`src/rtl/dmem_ctrl.sv`:
```
// dmem_ctrl: MEM-stage data memory controller.
// Turns a pipeline load/store into a single valid/ready bus request, stalls the
// pipeline until the access finishes, and registers the raw load word and its
// byte offset for the downstream load extender.
// Optional feature: define DMEM_CTRL_MISALIGN_TRAP_EN to trap misaligned
// accesses (no bus request, misalignM pulse) instead of issuing them on the
// word-aligned address.
module dmem_ctrl #(
  parameter int XLEN   = 32,
  parameter int ADDR_W = 32
) (
  input  logic              clk,
  input  logic              reset,
  input  logic              MemReadM,
  input  logic              MemWriteM,
  input  logic [2:0]        funct3M,
  input  logic [ADDR_W-1:0] ALUResultM,
  input  logic [XLEN-1:0]   WriteDataM,
  output logic              stallM,
  output logic [XLEN-1:0]   RD_data,
  output logic [1:0]        byteAddrM,
  output logic              rd_validM,
  output logic              misalignM,
  output logic              dreq_valid,
  input  logic              dreq_ready,
  output logic              dreq_we,
  output logic [ADDR_W-1:0] dreq_addr,
  output logic [XLEN-1:0]   dreq_wdata,
  output logic [3:0]        dreq_be,
  input  logic              drsp_valid,
  input  logic [XLEN-1:0]   drsp_rdata
);

  typedef enum logic [1:0] {
    IDLE = 2'd0,
    REQ  = 2'd1,
    WAIT = 2'd2,
    DONE = 2'd3
  } state_t;

  state_t state_reg, state_next;

  // Captured access (held stable on the bus while the request is pending)
  logic              we_reg;
  logic [ADDR_W-1:0] addr_reg;
  logic [1:0]        off_reg;
  logic [3:0]        be_reg;
  logic [XLEN-1:0]   wdata_reg;
  logic              mis_reg;

  // Load result registers
  logic [XLEN-1:0]   rd_data_reg;
  logic [1:0]        byte_addr_reg;

  // Control decoded from the incoming access
  logic              access_req;
  logic              capture;
  logic              trap_in;
  logic [1:0]        off_in;
  logic [1:0]        size_in;
  logic [3:0]        be_store;
  logic [3:0]        be_in;
  logic [XLEN-1:0]   lane_wdata;

  // funct3M[2] only selects sign/zero extension, which happens downstream
  logic              unused_funct3_sign;
  assign unused_funct3_sign = funct3M[2];

  assign access_req = MemReadM | MemWriteM;
  assign off_in     = ALUResultM[1:0];
  assign size_in    = funct3M[1:0];

`ifdef DMEM_CTRL_MISALIGN_TRAP_EN
  // Halfword on an odd byte or word on any non-zero offset cannot be served
  assign trap_in = ((size_in == 2'b01) && off_in[0]) ||
                   ((size_in == 2'b10) && (off_in != 2'b00));
`else
  // Misaligned accesses simply go out on the word-aligned address
  assign trap_in = 1'b0;
`endif

  // Store byte enables from access size and byte offset
  always_comb begin
    case (size_in)
      2'b00:   be_store = 4'b0001 << off_in;
      2'b01:   be_store = 4'b0011 << {off_in[1], 1'b0};
      default: be_store = 4'hF;
    endcase
  end

  // Loads always fetch the full word; the extender picks the lanes later
  assign be_in = MemWriteM ? be_store : 4'hF;

  // Replicate the LSB-aligned store data onto every byte lane so the lane
  // selected by the byte enables always carries the right bytes
  generate
    for (genvar gi = 0; gi < XLEN / 8; gi++) begin : g_lane
      assign lane_wdata[gi*8 +: 8] =
        (size_in == 2'b00) ? WriteDataM[7:0] :
        (size_in == 2'b01) ? WriteDataM[(gi % 2)*8 +: 8] :
                             WriteDataM[gi*8 +: 8];
    end
  endgenerate

  // Next-state and handshake/pipeline outputs
  always_comb begin
    state_next = state_reg;
    stallM     = 1'b0;
    dreq_valid = 1'b0;
    rd_validM  = 1'b0;
    misalignM  = 1'b0;
    capture    = 1'b0;
    case (state_reg)
      IDLE: begin
        if (access_req) begin
          stallM     = 1'b1;
          capture    = 1'b1;
          state_next = trap_in ? DONE : REQ;
        end
      end
      REQ: begin
        stallM     = 1'b1;
        dreq_valid = 1'b1;
        if (dreq_ready) begin
          // Writes are posted: no response is awaited
          state_next = we_reg ? DONE : WAIT;
        end
      end
      WAIT: begin
        stallM = 1'b1;
        if (drsp_valid) begin
          state_next = DONE;
        end
      end
      DONE: begin
        rd_validM  = ~we_reg & ~mis_reg;
`ifdef DMEM_CTRL_MISALIGN_TRAP_EN
        misalignM  = mis_reg;
`endif
        state_next = IDLE;
      end
      default: state_next = IDLE;
    endcase
    // Outputs read as zero while reset is held, whatever the inputs do
    if (reset) begin
      stallM     = 1'b0;
      dreq_valid = 1'b0;
      rd_validM  = 1'b0;
      misalignM  = 1'b0;
      capture    = 1'b0;
    end
  end

  // State register and capture of the access in IDLE
  always_ff @(posedge clk) begin
    if (reset) begin
      state_reg <= IDLE;
      we_reg    <= 1'b0;
      addr_reg  <= '0;
      off_reg   <= 2'b00;
      be_reg    <= 4'h0;
      wdata_reg <= '0;
      mis_reg   <= 1'b0;
    end else begin
      state_reg <= state_next;
      if (capture) begin
        // Both request bits high is treated as a store
        we_reg    <= MemWriteM;
        addr_reg  <= {ALUResultM[ADDR_W-1:2], 2'b00};
        off_reg   <= off_in;
        be_reg    <= be_in;
        wdata_reg <= lane_wdata;
        mis_reg   <= trap_in;
      end
    end
  end

  // Load data capture: only a response in WAIT is accepted, so strays are
  // dropped, and the values persist until the next load completes
  always_ff @(posedge clk) begin
    if (reset) begin
      rd_data_reg   <= '0;
      byte_addr_reg <= 2'b00;
    end else if ((state_reg == WAIT) && drsp_valid) begin
      rd_data_reg   <= drsp_rdata;
      byte_addr_reg <= off_reg;
    end
  end

  assign dreq_we    = we_reg;
  assign dreq_addr  = addr_reg;
  assign dreq_be    = be_reg;
  assign dreq_wdata = wdata_reg;
  assign RD_data    = rd_data_reg;
  assign byteAddrM  = byte_addr_reg;

endmodule

```
`config.mk`:
```
export PLATFORM = sky130hd
export DESIGN_NAME = dmem_ctrl
export DESIGN_NICKNAME = d
export VERILOG_FILES = /design/src/rtl/dmem_ctrl.sv
export SDC_FILE = /design/constraint.sdc
export NUM_CORES = 1
export LEC_CHECK = 0
export BUFFER_PORTS_ARGS = -buffer_cell sky130_fd_sc_hd__buf_4
export CAP_MARGIN = 15
export CORE_ASPECT_RATIO = 1.5
export CORE_MARGIN = 1
export CORE_UTILIZATION = 25
export CTS_CLUSTER_DIAMETER = 50
export CTS_CLUSTER_SIZE = 24
export DETAILED_ROUTE_END_ITERATION = 6
export GPL_ROUTABILITY_DRIVEN = 0
export PLACE_DENSITY = 0.6
export REMOVE_ABC_BUFFERS = 1
export SLEW_MARGIN = 20
export SYNTH_ARGS = -nofsm -noshare
export SYNTH_HDL_FRONTEND = slang
export SYNTH_SLANG_ARGS = --single-unit
```
`constraint.sdc`:
```
create_clock -name clk -period 2.8 [get_ports clk]
set_clock_uncertainty 0.05 [all_clocks]
set_input_delay 0.42 -clock clk [delete_from_list [all_inputs] [get_ports clk]]
set_output_delay 0.42 -clock clk [all_outputs]
set_load 0.1 [all_outputs]
```
==> results of run 1 <==
-- metal layers --
metal | vias to the layer above | track usage | wire, um
met5 | - | 0 | 0
met1 | 1629 | 0.1616 | 4783
li1 | 1759 | - | -
met4 | 0 | 0.04286 | 131
met3 | 8 | 0.04273 | 841
met2 | 154 | 0.2435 | 5667
-- Yosys cell counts (all sizes together) --
cell     number
nor2          1
nand3         1
nand3b        1
nand2        77
ha            6
mux2i        24
a22o         49
nor3b         1
and3          1
a31oi         1
o21a          1
buf          15
a311oi        1
nor2b         2
conb          1
nor3          1
or3b          1
or2           1
inv           3
nand4         1
clkbuf       19
dfxtp       105
and2          1
o21ai        11
a21boi        1
nor4bb        1
o2bb2ai      16
and3b         1
a22oi         2
nand2b        6
a21oi        39
a31o          1
-- worst paths after layout --
| path | slack [ns] | startpoint | to | cells after the start |
|---|---|---|---|---|
| min reg2reg | 0.41 | off_reg[0] | byteAddrM[0] | 2 |
| max reg2reg | 0.80 | state_reg[0] | dreq_be[2] | 5 |
| min | 0.25 | ALUResultM[14] | dreq_addr[14] | 2 |
| max | 0.55 | state_reg[0] | stallM | 5 |
-- area by class of cell --
| class | count | area (um^2) |
|---|---|---|
| clock buffers | 11 | 252.7 |
| well taps | 199 | 249.0 |
| flip-flops and latches | 105 | 2102 |
| multi-input cells | 252 | 1639 |
| fillers | 1514 | 9193 |
| repair buffers | 212 | 1617 |
| inverters | 3 | 11.26 |
| clock inverters | 4 | 76.32 |
-- power breakdown --
group	switching [W]	total [W]	internal, W
Clock	0.000537	0.00137	0.000829
Combinational	0.00318	0.00405	0.000873
Sequential	0.000207	0.00206	0.00185
-- logic make-up (layout without fill, tap and decap cells) --
logic type                 count (synthesis)  count (layout)  share of synthesized area
and+or+nand+nor                           97              97                     0.1092
AOI/OAI and AO/OA                        122             122                     0.2241
muxes                                     24              24                    0.06164
adders and majority gates                  6               6                    0.01926
DFF                                      105             105                     0.5393
other                                      1               3                  0.0009622
buffers and inverters                     37             230                    0.04559
-- layout by cell type (no fill, tap or decap), types with 2 or more instances in the layout --
cell type and count:
mux2i_1 24, nand2b_1 6, a22o_1 49, o21ai_0 11
bufinv_16 2, nor2b_1 2, clkbuf_8 2, clkbuf_16 9
dfxtp_1 105, a21oi_1 38, inv_1 3, o2bb2ai_1 16
buf_12 2, a22oi_1 2, nand2_1 77, buf_4 210
ha_1 6, conb_1 3
-- metrics by stage --
| step | hold WS (ns) | cell area (um^2) | TNS (ns) | instances | power (W) |
|---|---|---|---|---|---|
| floorplan | 0.3755 | 3739 | -48.48 | 360 | 0.005165 |
| global placement | 0.3911 | 5617 | 0 | 771 | 0.006116 |
| detailed placement | 0.3956 | 5617 | 0 | 771 | 0.006162 |
| CTS | 0.2278 | 5946 | 0 | 786 | 0.007556 |
| global route | 0.2270 | 5947 | 0 | 786 | 0.007792 |
| finish | 0.2478 | 5947 | 0 | 786 | 0.007478 |
==> metrics, run 1 <==
status=finished, final reports clean; Post-CTS Setup Repair Bufs=0; CP cell instances=inv_1 -> ha_1 -> a21oi_1 -> nor3_1 -> buf_4; gr usage total=0.1390; maximum vdd drop=about 0.76 mV; Max-slew headroom=0.4942; synth top area cells=dfxtp_1, a22o_1, nand2_1; CP max-delay cell=dfxtp_1; number of buffers created by CTS=9; Initial Util=0.2574; critical path type=reg2out; final setup fails=0; Clock Path Buffers=2; CTS tree=built; Top Family by Delay on Critical Path=buffers and inverters; CTS sink count=approximately 110; Area growth, synth to finish=52.58%; Critical Path AT=between 1.5 and 2 ns; Yosys reg bits=roughly 110; Setup WS pre-CTS=approximately 0.70 ns; CP startpoint kind=register; IO Pins=roughly 210; register area share after synthesis=0.5393; antenna-violating nets left=0; Post-Syn Area per Cell=~9.9 um^2; Netlist cell types=34; Clock Root Buffer=clkbuf_16; Die Y=154.9 um; share of cells above drive strength 1=0.3986; drt wl/cell=between 10 and 15 um; Worst-path clk slew=0.07 ns; Max-cap violations=0; Die Wd=103.9 um; maximum fanout along the worst path=6; vias in the first global route=3525; CP Data Required Time=between 2 and 2.5 ns; nets=between 600 and 700; drc violations=0; Tcrit/Tclk final=0.8043; Critical Path End Type=primary output; final-report max-slew violation count=0; Leak Pwr=around 2.7 nW; Max Fclk=approximately 440 MHz; synthesized area=3897 um^2; placed wire-length estimate=a little over 8 mm; initial antenna violation count=0; hold_buf cts=0; max incr delay on CP=0.37 ns; Congestion Overflow GR=0; unrepaired setup endpoints after global routing=no; DR pass1 iterations=4; Die ar.=between 15000 and 20000 um^2; total wire length=11.42 mm; Finished Core Util=0.3928; crit path buf inv count=2; DR iter-0 viols=about 150; P per Cell Area=about 1300 nW/um^2; first-pass GRT wire length=roughly 18 mm; setup ws final=around 0.55 ns; IO Port Bufs=between 200 and 250; final hold vios=0; vias per inst=approximately 4.5; largest net degree at the start of global routing=between 60 and 70; clock insertion delay at the later pin of the skew report=between 0.3 and 0.4 ns; top-area cell type share of the netlist area=0.5393; synthesized instance count=between 300 and 400; total number of vias=3550; Antenna diodes=0; post-layout min period=roughly 2.3 ns; Ys Warns=0; Worst-Margin Slew=around 0.75 ns; worst hold path type=in2reg; Core Rows=between 50 and 60; top cell type by total area after synthesis=dfxtp_1; CTS H-tree lvls=3; Post-CTS Resized=0; Core Box Area=15140 um^2
(Power assumes the default switching activity.)
==> inputs of run 2 (changes only) <==
- clock period: 2.8 -> 2.31 ns (I/O delays scaled with it)
==> run 2 against run 1 <==
Effect of this change: die area is the same; combinational power grew 22%; count of clock-buffer cells in the layout is the same; highest routed layer unchanged.
==> metrics, run 2 (same netlist as run 1, synthesis figures left out) <==
status=finished, final reports clean (unchanged); Tcrit/Tclk final=0.9652; CP startpoint kind=register (unchanged); P_int=0.004065 W (was 0.003554 W); multi-input gate area in the final layout=1642 um^2 (was 1639 um^2); GR peak layer=met2 (unchanged); Post-Layout Cell Count=790 (was 786); critical path type=reg2out (unchanged); Worst-Margin Slew=1.021 ns (was 0.7485 ns); antenna-violating nets left=0 (unchanged); CP max-delay cell=dfxtp_1 (unchanged); number of buffers created by CTS=9 (unchanged); gr usage total=0.1411 (was 0.1390); Top Family by Delay on Critical Path=buffers and inverters (unchanged); placed cell area=5639 um^2 (was 5617 um^2); clock network fraction of design power=0.162 (was 0.183); unrepaired setup endpoints after global routing=no (unchanged); vias in the first global route=3523 (was 3525); final hold vios=0 (unchanged); first-pass GRT wire length=18.08 mm (was 17.74 mm); Worst-path clk slew=0.07 ns (about the same); commonest non-fill, non-tap cell in the layout=buf_4 (unchanged); total wire length=11.66 mm (was 11.42 mm); Critical Path AT=1.83 ns (was 1.78 ns); switching part of the total=0.5423 (was 0.5248); most frequent cells in the layout=buf_4, dfxtp_1, nand2_1 (unchanged); P per Cell Area=1499 nW/um^2 (was 1257 nW/um^2); nets=697 (was 694); Die ar.=16100 um^2 (unchanged); DR iter-0 viols=135 (was 147); maximum vdd drop=0.9071 mV (was 0.7647 mV); HP Start=ALUResultM[12] (was ALUResultM[14]); final-report max-slew violation count=0 (unchanged); drt wl/cell=14.76 um (was 14.53 um); Fillers=1499 (was 1514); r2r setup slk=0.24 ns (was 0.80 ns); Post-CTS Resized=0 (unchanged); CTS sink count=105 (unchanged); Initial Util=0.2574 (unchanged); Critical Path End Type=primary output (unchanged); P_sw=0.004816 W (was 0.003924 W); vias per inst=4.489 (was 4.517); Finished Core Util=0.3913 (was 0.3928); total number of vias=3546 (was 3550); post-route cell area=5924 um^2 (was 5947 um^2); Setup WS pre-CTS=0.1389 ns (was 0.6951 ns); Flop pwr share=0.282 (was 0.275); CP Data Required Time=1.91 ns (was 2.33 ns); drc violations=0 (unchanged); Worst Hold Slack=0.1697 ns (was 0.2478 ns); Leak Pwr=2.646 nW (was 2.661 nW); crit path buf inv count=2 (unchanged); share of cells above drive strength 1=0.4027 (was 0.3986); worst r2r path cells=4 (was 5); Die Wd=103.9 um (unchanged); end of the worst register-to-register path=dreq_addr[28] (was dreq_be[2]); worst hold endpoint=dreq_addr[12] (was dreq_addr[14]); Global Route met1 Usage=0.1649 (was 0.1616); WHS Path Cells=2 (unchanged); placed wire-length estimate=8.325 mm (was 8.133 mm); met2 Track Usage GR=0.2448 (was 0.2435); Core Box Area=15140 um^2 (unchanged); sequential cell area=2103 um^2 (was 2102 um^2); final setup fails=0 (unchanged); Core Rows=55 (unchanged); largest net degree at the start of global routing=50 (was 65); initial antenna violation count=0 (unchanged); placed instance count=774 (was 771); Max Fclk=approximately 450 MHz; Max-slew headroom=0.3196 (was 0.4942); CTS H-tree lvls=3 (unchanged); Post-CTS Setup Repair Bufs=0 (unchanged); hold_buf cts=0 (unchanged); maximum fanout along the worst path=5 (was 6); CP cell instances=inv_1 -> ha_2 -> a21oi_1 -> nor3_1 -> clkbuf_8 (was inv_1 -> ha_1 -> a21oi_1 -> nor3_1 -> buf_4); Max-cap violations=0 (unchanged); CTS tree=built (unchanged); IO Port Bufs=207 (unchanged); clock insertion delay at the later pin of the skew report=0.34 ns (was 0.33 ns); worst hold path type=in2reg (unchanged); post-layout min period=around 2.2 ns; Clock Path Buffers=2 (unchanged); max incr delay on CP=0.42 ns (was 0.37 ns); met3 Use GR=0.03854 (was 0.04273); Clock Root Buffer=clkbuf_16 (unchanged); combinational fraction of design power=0.557 (was 0.542); Reg-to-Reg Start=state_reg[1] (was state_reg[0]); Die Y=154.9 um (unchanged); Congestion Overflow GR=0 (unchanged); DR pass1 iterations=4 (unchanged); setup ws final=0.08036 ns (was 0.5479 ns); Area growth, synth to finish=52.01% (was 52.58%); Antenna diodes=0 (unchanged); IO Pins=212 (unchanged)
run 2: area by class of cell:
class	count	share of cell area
Multi-Input combinational cell	252	0.2771
Timing Repair Buffer	215	0.2777
Inverter	3	0.001901
Tap cell	199	0.04203
Sequential cell	105	0.3550
Clock buffer	11	0.03928
Clock inverter	5	0.006969
run 2: worst max path at each step:
stage / startpoint / endpoint / cells after the start
6_report: state_reg[1] / stallM / 5
5_1_grt: state_reg[1] / stallM / 5
4_1_cts: state_reg[0] / stallM / 5
2_1_floorplan: state_reg[0] / dreq_wdata[24] / 4
3_3_place_gp: state_reg[0] / dreq_addr[10] / 4
3_5_place_dp: state_reg[0] / dreq_wdata[7] / 4
run 2: per-stage QoR:
step	total power (W)	TNS, ns
after floorplan	0.006261	-81.22
after global placement	0.007414	0
after detailed placement	0.007479	0
after CTS	0.008941	0
after global routing	0.009231	0
final	0.008881	0
run 2: metal layers:
metal  up-vias  share of wire
met1      1601           0.43
met4         0          0.016
met2       166           0.49
met5         -              0
li1       1764              -
met3        15          0.066
run 2: power by group through the flow:
stage	clock network (W)	registers (W)	logic, W
2_1_floorplan	0	0.00538	0.000885
6_report	0.00143	0.00250	0.00494
3_5_place_dp	0	0.00253	0.00495
5_1_grt	0.00157	0.00256	0.00511
3_3_place_gp	0	0.00251	0.00490
4_1_cts	0.00149	0.00250	0.00495
==> inputs of run 3 (changes only) <==
- CORE_ASPECT_RATIO: 1.5 -> unset
==> run 3 against run 2 <==
Effect of this change: clock power increased by 9%; highest routed layer unchanged; power is 0.50% higher; largest power group unchanged; sequential cell count unchanged.
==> metrics, run 3 (same netlist as run 1, synthesis figures left out) <==
status=finished, final reports clean (unchanged); Setup WS pre-CTS=0.2182 ns (was 0.1389 ns); sequential cell area=2102 um^2 (was 2103 um^2); Max-cap violations=0 (unchanged); Congestion Overflow GR=0 (unchanged); first-pass GRT wire length=17.51 mm (was 18.08 mm); setup ws final=0.2033 ns (was 0.08036 ns); WHS Path Cells=2 (unchanged); maximum fanout along the worst path=6 (was 5); most frequent cells in the layout=buf_4, dfxtp_1, nand2_1 (unchanged); antenna-violating nets left=0 (unchanged); DR iter-0 viols=79 (was 135); Worst-path clk slew=0.07 ns (about the same); commonest non-fill, non-tap cell in the layout=buf_4 (unchanged); Critical Path AT=1.71 ns (was 1.83 ns); Post-CTS Setup Repair Bufs=0 (unchanged); Max-slew headroom=0.3467 (was 0.3196); maximum vdd drop=0.7331 mV (was 0.9071 mV); hold_buf cts=0 (unchanged); vias per inst=4.581 (was 4.489); Die Wd=126.9 um (was 103.9 um); HP Start=ALUResultM[29] (was ALUResultM[12]); DR pass1 iterations=4 (unchanged); post-route cell area=5902 um^2 (was 5924 um^2); initial antenna violation count=0 (unchanged); r2r setup slk=0.24 ns (about the same); share of cells above drive strength 1=0.4000 (was 0.4027); Max Fclk=474.7 MHz (was 448.5 MHz); worst hold path type=in2reg (unchanged); vias in the first global route=3473 (was 3523); worst hold endpoint=dreq_addr[29] (was dreq_addr[12]); CP startpoint kind=register (unchanged); Reg-to-Reg Start=state_reg[0] (was state_reg[1]); placed wire-length estimate=8.184 mm (was 8.325 mm); final hold vios=0 (unchanged); CTS tree=built (unchanged); total wire length=11.33 mm (was 11.66 mm); Core Box Area=15200 um^2 (was 15140 um^2); critical path type=reg2out (unchanged); gr usage total=0.1393 (was 0.1411); Core Rows=45 (was 55); IO Port Bufs=207 (unchanged); Clock Root Buffer=clkbuf_16 (unchanged); CTS sink count=105 (unchanged); Post-CTS Resized=0 (unchanged); Worst-Margin Slew=0.9800 ns (was 1.021 ns); placed instance count=762 (was 774); Fillers=1547 (was 1499); post-layout min period=2.107 ns (was 2.230 ns); placed cell area=5593 um^2 (was 5639 um^2); Leak Pwr=2.655 nW (was 2.646 nW); Critical Path End Type=primary output (unchanged); unrepaired setup endpoints after global routing=no (unchanged); clock insertion delay at the later pin of the skew report=0.34 ns (about the same); Die Y=126.9 um (was 154.9 um); Clock Path Buffers=2 (unchanged); Die ar.=16090 um^2 (was 16100 um^2); drt wl/cell=14.56 um (was 14.76 um); Tcrit/Tclk final=0.9120 (was 0.9652); worst r2r path cells=4 (unchanged); largest net degree at the start of global routing=50 (unchanged); CTS H-tree lvls=3 (unchanged); final-report max-slew violation count=0 (unchanged); drc violations=0 (unchanged); IO Pins=212 (unchanged); final setup fails=0 (unchanged); end of the worst register-to-register path=dreq_wdata[1] (was dreq_addr[28]); number of buffers created by CTS=9 (unchanged); Area growth, synth to finish=51.43% (was 52.01%); Antenna diodes=0 (unchanged); total power=0.008925 W (was 0.008881 W); Initial Util=0.2564 (was 0.2574); total number of vias=3564 (was 3546); P per Cell Area=1512 nW/um^2 (was 1499 nW/um^2); nets=696 (was 697); CP Data Required Time=1.91 ns (about the same); Post-Layout Cell Count=778 (was 790); multi-input gate area in the final layout=1639 um^2 (was 1642 um^2)
## run 3: cell types whose count changed in the layout (fill, tap and decap cells not counted), sizes merged
cell,change
bufinv,+1
clkinvlp,-1
inv,-1
## run 3: worst max path at each step
stage	startpoint	to	slack, ns	cells past startpoint
2_1_floorplan	state_reg[0]	dreq_wdata[24]	-1.30	4
3_3_place_gp	state_reg[0]	dreq_wdata[0]	0.27	4
3_5_place_dp	state_reg[0]	dreq_addr[8]	0.22	4
4_1_cts	state_reg[0]	stallM	0.17	5
5_1_grt	state_reg[0]	dreq_addr[5]	0.05	4
6_report	state_reg[0]	stallM	0.20	5
## run 3: final cells by class
| type | count | share of cell area |
|---|---|---|
| repair buffers | 214 | 0.2722 |
| well taps | 188 | 0.03986 |
| clock inverters | 4 | 0.008692 |
| multi-input cells | 252 | 0.2777 |
| flip-flops and latches | 105 | 0.3562 |
| clock buffers | 12 | 0.04346 |
| inverters | 3 | 0.001908 |
## run 3: metal layers
| metal | up-vias | track usage | wire, um |
|---|---|---|---|
| met5 | - | 0 | 0 |
| met4 | 0 | 0.06303 | 204 |
| met3 | 15 | 0.04007 | 931 |
| met2 | 165 | 0.2334 | 5237 |
| met1 | 1615 | 0.1650 | 4955 |
| li1 | 1769 | - | - |
## run 3: stage by stage
stage	TNS, ns	utilization	hold WS [ns]
floorplan	-81.22	-	0.3656
global placement	0	0.3679	0.3926
detailed placement	0	0.3679	0.3981
CTS	0	0.3881	0.1405
global route	0	0.3882	0.1437
finish	0	0.3882	0.1610
## run 3: critical path, cell delays in order (launching register included)
cell and delay [ns]:
dfxtp_1 0.43, inv_1 0.12, ha_1 0.31, a21oi_1 0.05, nor3_1 0.14, buf_4 0.32
## run 3: power breakdown
part           internal (W)  leakage (nW)  switching [W]
Sequential          0.00224         0.861       0.000262
Combinational       0.00103          1.65        0.00383
Clock              0.000900         0.149       0.000660
